`src/rtl/dota_cal_seq.sv`:
```
// Sequencer for the inverter-based digital OTA comparator: SAR offset-trim
// calibration with shorted inputs, then majority-voted single-shot comparisons.
module dota_cal_seq #(
  parameter int TRIM_W     = 4,
  parameter int SETTLE_CYC = 4,
  parameter int NSAMP      = 3
) (
  input  logic              clk,
  input  logic              rst_n,
  input  logic              cal_start,
  input  logic              meas_req,
  input  logic              cmp_in,
  output logic              ota_en,
  output logic              cal_short,
  output logic [TRIM_W-1:0] trim,
  output logic              busy,
  output logic              cal_done,
  output logic              cal_valid,
  output logic              meas_valid,
  output logic              meas_result
);

  localparam int CNT_MAX = (SETTLE_CYC > NSAMP) ? SETTLE_CYC : NSAMP;
  localparam int CNT_W   = (CNT_MAX > 1) ? $clog2(CNT_MAX) : 1;
  localparam int ONES_W  = $clog2(NSAMP + 1);
  localparam int IDX_W   = $clog2(TRIM_W);

  localparam logic [TRIM_W-1:0] TRIM_MID   = {1'b1, {(TRIM_W-1){1'b0}}};
  localparam logic [CNT_W-1:0]  SETTLE_END = CNT_W'(SETTLE_CYC - 1);
  localparam logic [CNT_W-1:0]  SAMPLE_END = CNT_W'(NSAMP - 1);
  localparam logic [CNT_W-1:0]  CNT_ONE    = CNT_W'(1);
  localparam logic [ONES_W-1:0] HALF       = ONES_W'(NSAMP / 2);
  localparam logic [IDX_W-1:0]  IDX_MSB    = IDX_W'(TRIM_W - 1);
  localparam logic [IDX_W-1:0]  IDX_ONE    = IDX_W'(1);

  typedef enum logic [2:0] {
    IDLE,
    SETTLE,
    SAMPLE,
    DECIDE,
    DONE
  } state_t;

  state_t              state_q, state_d;
  logic                mode_cal_q, mode_cal_d;
  logic [CNT_W-1:0]    cnt_q, cnt_d;
  logic [ONES_W-1:0]   ones_q, ones_d;
  logic [IDX_W-1:0]    idx_q, idx_d;
  logic [TRIM_W-1:0]   trim_q, trim_d;
  logic                meas_result_q, meas_result_d;
  logic                cal_valid_q, cal_valid_d;
  logic                sync1_q, sync2_q;
  logic                decision;

  always_ff @(posedge clk or negedge rst_n) begin
    if (!rst_n) begin
      state_q       <= IDLE;
      mode_cal_q    <= 1'b0;
      cnt_q         <= '0;
      ones_q        <= '0;
      idx_q         <= '0;
      trim_q        <= TRIM_MID;
      meas_result_q <= 1'b0;
      cal_valid_q   <= 1'b0;
      sync1_q       <= 1'b0;
      sync2_q       <= 1'b0;
    end else begin
      state_q       <= state_d;
      mode_cal_q    <= mode_cal_d;
      cnt_q         <= cnt_d;
      ones_q        <= ones_d;
      idx_q         <= idx_d;
      trim_q        <= trim_d;
      meas_result_q <= meas_result_d;
      cal_valid_q   <= cal_valid_d;
      sync1_q       <= cmp_in;
      sync2_q       <= sync1_q;
    end
  end

  // The vote reads the registered ones count, so both modes pass through DECIDE.
  assign decision = (ones_q > HALF);

  always_comb begin
    state_d       = state_q;
    mode_cal_d    = mode_cal_q;
    cnt_d         = cnt_q;
    ones_d        = ones_q;
    idx_d         = idx_q;
    trim_d        = trim_q;
    meas_result_d = meas_result_q;
    cal_valid_d   = cal_valid_q;

    case (state_q)
      IDLE: begin
        if (cal_start) begin
          mode_cal_d = 1'b1;
          idx_d      = IDX_MSB;
          trim_d     = TRIM_MID;
          cnt_d      = '0;
          state_d    = SETTLE;
        end else if (meas_req) begin
          mode_cal_d = 1'b0;
          cnt_d      = '0;
          state_d    = SETTLE;
        end
      end
      SETTLE: begin
        if (cnt_q == SETTLE_END) begin
          cnt_d   = '0;
          ones_d  = '0;
          state_d = SAMPLE;
        end else begin
          cnt_d = cnt_q + CNT_ONE;
        end
      end
      SAMPLE: begin
        ones_d = ones_q + ONES_W'(sync2_q);
        if (cnt_q == SAMPLE_END) begin
          cnt_d   = '0;
          state_d = DECIDE;
        end else begin
          cnt_d = cnt_q + CNT_ONE;
        end
      end
      DECIDE: begin
        state_d = DONE;
        if (mode_cal_q) begin
          // A high comparator output means the trial code overshoots.
          if (decision) trim_d[idx_q] = 1'b0;
          if (idx_q != '0) begin
            trim_d[idx_q - IDX_ONE] = 1'b1;
            idx_d                   = idx_q - IDX_ONE;
            state_d                 = SETTLE;
          end else begin
            cal_valid_d = 1'b1;
          end
        end else begin
          meas_result_d = decision;
        end
      end
      DONE: begin
        state_d = IDLE;
      end
      default: begin
        state_d = IDLE;
      end
    endcase
  end

  assign busy        = (state_q != IDLE);
  assign ota_en      = busy;
  assign cal_short   = busy && mode_cal_q;
  assign cal_done    = (state_q == DONE) && mode_cal_q;
  assign meas_valid  = (state_q == DONE) && !mode_cal_q;
  assign cal_valid   = cal_valid_q;
  assign meas_result = meas_result_q;
  assign trim        = trim_q;

endmodule

```
`config.mk`:
```
export PLATFORM = sky130hd
export DESIGN_NAME = dota_cal_seq
export DESIGN_NICKNAME = d
export VERILOG_FILES = /design/src/rtl/dota_cal_seq.sv
export SDC_FILE = /design/constraint.sdc
export NUM_CORES = 1
export LEC_CHECK = 0
export ABC_AREA = 1
export CELL_PAD_IN_SITES_DETAIL_PLACEMENT = 2
export CELL_PAD_IN_SITES_GLOBAL_PLACEMENT = 2
export CORE_MARGIN = 2
export CORE_UTILIZATION = 33
export DETAILED_ROUTE_END_ITERATION = 16
export GPL_TIMING_DRIVEN = 0
export MAX_ROUTING_LAYER = met4
export PLACE_DENSITY = 0.8
export SETUP_SLACK_MARGIN = 0.02
export SLEW_MARGIN = 20
export SYNTH_ARGS = -nofsm -noshare
export SYNTH_HDL_FRONTEND = slang
export SYNTH_SLANG_ARGS = --single-unit
```
`constraint.sdc`:
```
create_clock -name clk -period 2.7 [get_ports clk]
set_input_delay 0.27 -clock clk [delete_from_list [all_inputs] [get_ports clk]]
set_output_delay 0.27 -clock clk [all_outputs]
set_load 0.01 [all_outputs]
```
==> reports/qor.yml, run 1 <==
status: "finished clean"
grt_max_degree: 19
totalNegativeSetupSlack_ns: 0
slew_headroom_pct: 43.24
groute.usage.overall_pct: 18.18
gp_congestion: 0.7561
io_buffer_count: 15
routed_via_density: 4.863
design.die.area_sq_um: 3684
setup_viol: 0
syn_area_per_cell_sq_um: 8.354
cts_setup_buffers: 0
drt_iter0_drc: 30
core_area_sq_um: 3053
hold_end: "sync2_q$_DFF_PN0_"
wl_per_cell_um: 14.36
critPathKind: "reg2out"
cts_tree: "built"
synth_nets: 141
rsz0062_at_grt: "false"
start_kind: "register"
antennaDiodeCount: 0
ir_drop_uv: 341.4
period_needed_ns: 2.006
antenna_found_initial: 0
grt_pass1_wl_um: 4809
min_from: "sync1_q$_DFF_PN0_"
overflow: 0
power_leakage_nw: 0.6137
whs_path_depth: 0
met3_usage_pct: 2.559
cts_buffers: 3
htreeDepth: 1
met1_usage_pct: 22.58
grt_pass1_vias: 985
totalWireLength_um: 2728
path_clk_slew_ns: 0.11
worstPathMaxFanout: 7
post-route-util_pct: 42.66
end_kind: "primary output"
fmax_ghz: 0.4984
cts_hold_buf: 0
whs_ns: 0.3719
p_total_mw: 1.460
place_ws_ns: 1.014
clk_latency_ns: 0.29
tightestPinTransition_ns: 0.8487
clock_sinks: 18
drt_pre_antenna_iters: 4
drv_slew: 0
cts.repair.resized: 0
skew_ns: 0.004161
arrival_ns: 1.74
r2r-start: "idx_q[0]$_DFFE_PN0P_"
ant_nets: 0
die_w_um: 60.70
synth_seq_cells: 18
ios: 16
fin_crit_sh_pct: 74.31
final_layout_size_suffix_gt1_share_pct: 13.70
row_count: 20
clock-root-buffer: "clkbuf_4"
worstHoldPathType: "reg2reg"
ys_seq_area_share_pct: 42.57
dp_hpwl_um: 2198
clk_path_buf_depth: 2
power_density_nw_per_um2: 1121
initial_core_util_pct: 34.75
yosysWarnings: 0
die_h_um: 60.70
use_met2_pct: 31.49
vias: 924
syn2layout_area_growth_pct: 22.76
cap_violations: 0
syn_area_sq_um: 1061
ff2ff_path_depth: 7
top_usage_layer: "met2"
finalHoldViolCount: 0
cp.required_ns: 2.43
drc: 0
synth_cell_type_count: 27
reg2reg_to: "state_q[0]$_DFFE_PN0P_"
synth_cells: 127
worst-r2r-setup-slack_ns: 1.30
fin_ws_ns: 0.6936
fin_nets: 161
-- worst max-delay path: stages, from the launching register on --
cell and delay [ns]:
dfrtp_1 0.38, buf_4 0.17, nor2_4 0.17, nand2_1 0.12, buf_4 0.14, clkdlybuf4s50_1 0.47
-- cells in the final DEF (no fill, tap or decap), drive strengths merged --
| master | count |
|---|---|
| clkinv | 1 |
| dfrtp | 17 |
| xor2 | 1 |
| buf | 3 |
| inv | 12 |
| or2 | 1 |
| nand3b | 1 |
| clkdlybuf4s50 | 15 |
| nand3 | 9 |
| a21boi | 1 |
| dfstp | 1 |
| a21oi | 4 |
| o21ai | 9 |
| clkbuf | 4 |
| ha | 9 |
| nand4 | 5 |
| nor2 | 11 |
| nand2 | 40 |
| o21bai | 2 |
-- worst max path at each step --
| stage | from | cells after the start | slack (ns) | end |
|---|---|---|---|---|
| finish | state_q[0]$_DFFE_PN0P_ | 5 | 0.69 | ota_en |
| floorplan | state_q[0]$_DFFE_PN0P_ | 4 | 1.50 | ota_en |
| global placement | state_q[0]$_DFFE_PN0P_ | 5 | 1.05 | ota_en |
| global route | state_q[0]$_DFFE_PN0P_ | 5 | 0.60 | ota_en |
| CTS | state_q[0]$_DFFE_PN0P_ | 5 | 0.66 | ota_en |
| detailed placement | state_q[0]$_DFFE_PN0P_ | 5 | 1.01 | ota_en |
-- sequential cells by signal (all words and copies together) (netlist names) --
| register | count |
|---|---|
| meas_result | 1 |
| sync1_q | 1 |
| state_q | 3 |
| ones_q | 2 |
| trim | 4 |
| cal_valid | 1 |
| cnt_q | 2 |
| mode_cal_q | 1 |
| sync2_q | 1 |
| idx_q | 2 |
-- cells by family (layout without fill, tap and decap cells) --
group	count (synthesis)	count (layout)	share of synthesized area (%)
xor gates and xnor gates	1	1	0.8256
adders and majority gates	9	9	10.61
buffers and inverters	16	35	6.721
and+or+nand+nor	67	67	30.31
DFF	18	18	42.57
AOI/OAI and AO/OA	16	16	8.962
-- routing by layer --
metal / wire length [um] / share of wire (%)
met2: 1459 / 53
met1: 1224 / 45
met3: 31 / 1.1
met4: 13 / 0.48
met5: 0 / 0
-- Yosys cell counts --
library cell  number  share of area (%)
nand2_1           37                 13
dfrtp_1           17                 40
ha_1               9                 11
inv_1              9                3.2
nor2_1             9                3.2
nand3_1            7                3.3
o21ai_1            6                2.8
nand4_1            5                2.9
a21oi_1            3                1.4
buf_4              3                2.1
inv_2              3                1.1
nand2_2            2                1.2
o21ai_0            2               0.94
o21bai_1           2                1.4
a21boi_0           1               0.71
a21oi_2            1               0.83
clkinv_1           1               0.35
dfstp_2            1                2.5
nand2_4            1                1.1
nand3_2            1               0.94
nand3_4            1                1.7
nand3b_1           1               0.71
nor2_2             1               0.59
nor2_4             1                1.1
o21ai_2            1               0.83
or2_1              1               0.59
xor2_1             1               0.83
-- per-stage QoR --
| step | instances | area, sq um |
|---|---|---|
| 3_3_place_gp | 186 | 1266 |
| 3_5_place_dp | 186 | 1266 |
| 6_report | 190 | 1303 |
| 5_1_grt | 190 | 1303 |
| 4_1_cts | 190 | 1303 |
| 2_1_floorplan | 127 | 1061 |
-- report_power, final --
group / leakage (nW) / total [mW] / switching, mW / internal (mW)
sequential: 0.226 / 0.461 / 0.0875 / 0.374
clock: 0.0210 / 0.172 / 0.0895 / 0.0821
combinational: 0.366 / 0.828 / 0.482 / 0.346
-- area by class of cell --
| type | count | area [sq um] |
|---|---|---|
| fillers | 373 | 1750 |
| multi-input cells | 93 | 538.0 |
| flip-flops and latches | 18 | 451.7 |
| repair buffers | 15 | 150.1 |
| well taps | 44 | 55.05 |
| inverters | 13 | 48.80 |
| clock buffers | 4 | 36.28 |
| plain buffers | 3 | 22.52 |
No activity file was read; power rests on OpenSTA's default activity.
==> run 2, diff against run 1 <==
Settings changed: CORE_UTILIZATION 33 to 28, PLACE_DENSITY 0.8 to 0.72.
Clock period 2.7 ns to 1.8 ns, I/O delays scaled along.
==> run 2 against run 1 <==
Clock-buffer cell count did not move. Total power rose by 58%. Clock power rose by 94%. Via count rose by 0.65%. Sequential power rose by 49%. Clock skew rose by 0.0019 ns. Wire length rose by 0.81%. Combinational power rose by 55%. Largest power group unchanged.
==> reports/qor.yml, run 2 (synthesis results as in run 1) <==
status: "finished clean"  # unchanged
ios: 16  # unchanged
clk_path_buf_depth: 2  # unchanged
final_layout_size_suffix_gt1_share_pct: 14.86  # was 13.70%
setup_viol: 0  # unchanged
layout_common_cells: "nand2_1, dfrtp_1, clkdlybuf4s50_1"  # unchanged
clock-root-buffer: "clkbuf_8"  # was clkbuf_4
arrival_ns: 1.48  # was 1.74 ns
antenna_found_initial: 0  # unchanged
grt_pass1_vias: 1094  # was 985
start_kind: "register"  # unchanged
drt_iter0_drc: 24  # was 30
setup.worst_path.end: "busy"  # was ota_en
die_w_um: 65.56  # was 60.70 um
htreeDepth: 1  # unchanged
syn2layout_area_growth_pct: 26.53  # was 22.76%
grt_max_degree: 19  # unchanged
ant_nets: 0  # unchanged
n_fill_cell: 426  # was 373
p_int_mw: 1.296  # was 0.8018 mW
totalWireLength_um: 2750  # was 2728 um
multiInputGateArea_sq_um: 538.0  # unchanged
design.die.area_sq_um: 4297  # was 3684 sq um
totalNegativeSetupSlack_ns: 0  # unchanged
power.share.clock_pct: 14.5  # was 11.7%
reg2reg_to: "idx_q[1]$_DFFE_PN0P_"  # was state_q[0]$_DFFE_PN0P_
largest_reg_flops: 4  # unchanged
rsz0062_at_grt: "false"  # unchanged
overflow: 0  # unchanged
wl_per_cell_um: 14.03  # was 14.36 um
groute.usage.overall_pct: 16.14  # was 18.18%
drc: 0  # unchanged
drv_slew: 0  # unchanged
critPathKind: "reg2out"  # unchanged
row_count: 22  # was 20
worst-r2r-setup-slack_ns: 0.37  # was 1.30 ns
p_switching_mw: 1.005  # was 0.6586 mW
combPwrFrac_pct: 55.6  # was 56.7%
period_needed_ns: 1.659
dp_hpwl_um: 2129  # was 2198 um
antennaDiodeCount: 0  # unchanged
finalHoldViolCount: 0  # unchanged
initial_core_util_pct: 28.98  # was 34.75%
cp.required_ns: 1.62  # was 2.43 ns
seqPwrFrac_pct: 29.9  # was 31.6%
fmax_ghz: 0.6027
worstPathMaxFanout: 7  # unchanged
die_h_um: 65.56  # was 60.70 um
clock_sinks: 18  # unchanged
core_area_sq_um: 3661  # was 3053 sq um
fin_cells: 196  # was 190
drt_pre_antenna_iters: 4  # unchanged
p_total_mw: 2.301  # was 1.460 mW
seq_area_sq_um: 451.7  # unchanged
grt_pass1_wl_um: 5112  # was 4809 um
fin_crit_sh_pct: 92.18
cap_violations: 0  # unchanged
slew_headroom_pct: 44.32  # was 43.24%
fin_nets: 163  # was 161
ir_drop_uv: 570.0  # was 341.4 uV
r2r-start: "idx_q[0]$_DFFE_PN0P_"  # unchanged
clk_latency_ns: 0.26  # was 0.29 ns
place_area_sq_um: 1271  # was 1266 sq um
worstHoldPathType: "reg2reg"  # unchanged
path_clk_slew_ns: 0.06  # was 0.11 ns
critPathLaunch: "state_q[0]$_DFFE_PN0P_"  # unchanged
vias: 930  # was 924
skew_ns: 0.006098  # was 0.004161 ns
final_common_cell: "nand2_1"  # unchanged
io_buffer_count: 15  # unchanged
gp_congestion: 0.7775  # was 0.7561
switching_share_pct: 43.69  # was 45.10%
tightestPinTransition_ns: 0.8326  # was 0.8487 ns
routed_via_density: 4.745  # was 4.863
cts_tree: "built"  # unchanged
power_density_nw_per_um2: 1714  # was 1121 nW/um^2
dp_cells: 190  # was 186
power_leakage_nw: 0.6509  # was 0.6137 nW
end_kind: "primary output"  # unchanged
ff2ff_path_depth: 8  # was 7
whs_ns: 0.3636  # was 0.3719 ns
final_cell_area_sq_um: 1343  # was 1303 sq um
cts_buffers: 3  # unchanged
==> run 2: critical path, cell delays in order (launching register included) <==
cell and delay, ns:
dfrtp_1 0.36, buf_4 0.17, nor2_4 0.12, nand2_1 0.09, clkdlybuf4s50_1 0.49
==> run 2: cell type report <==
class,instances,area share (%)
inverters,13,3.821
clock buffers,4,4.101
multi-input cells,93,40.07
repair buffers,17,12.21
plain buffers,3,1.678
well taps,48,4.473
flip-flops and latches,18,33.64
==> run 2: per-stage QoR <==
step | utilization (%) | setup slack [ns]
6_report | 36.67 | 0.1408
5_1_grt | 36.67 | 0.04901
4_1_cts | 36.53 | 0.005860
3_5_place_dp | 34.72 | 0.2286
3_3_place_gp | 34.72 | 0.2472
2_1_floorplan | - | 0.6145
==> run 2: power groups by stage <==
stage | combinational, mW | clock (mW) | sequential (mW)
finish | 1.28 | 0.333 | 0.689
global route | 1.47 | 0.371 | 0.712
CTS | 1.31 | 0.348 | 0.692
detailed placement | 1.27 | 0 | 0.702
global placement | 1.21 | 0 | 0.689
floorplan | 0.801 | 0 | 0.689
==> run 2: per-layer routing <==
layer	global-route usage, %	vias up	share of wire [%]
met5	-	-	0
met4	5.469	0	1.4
met3	4.110	5	2.9
met2	28.32	10	53
met1	17.82	465	42
li1	-	450	-
==> run 2: repair_timing <==
item                       CTS  global route
pin swaps                    1             0
hold endpoints to repair     0             0
hold buffers                 0             0
buffers inserted             2             0
resized for setup            3             2
setup endpoints to repair    3             1
==> run 2: how the worst min path moves through the flow <==
stage	startpoint	endpoint	slack [ns]	depth (start not counted)
floorplan	rst_n	cal_valid$_DFFE_PN0P_	-0.12	0
global placement	sync1_q$_DFF_PN0_	sync2_q$_DFF_PN0_	0.34	0
detailed placement	sync1_q$_DFF_PN0_	sync2_q$_DFF_PN0_	0.34	0
CTS	cmp_in	sync1_q$_DFF_PN0_	0.36	1
global route	cmp_in	sync1_q$_DFF_PN0_	0.36	1
finish	sync1_q$_DFF_PN0_	sync2_q$_DFF_PN0_	0.36	0
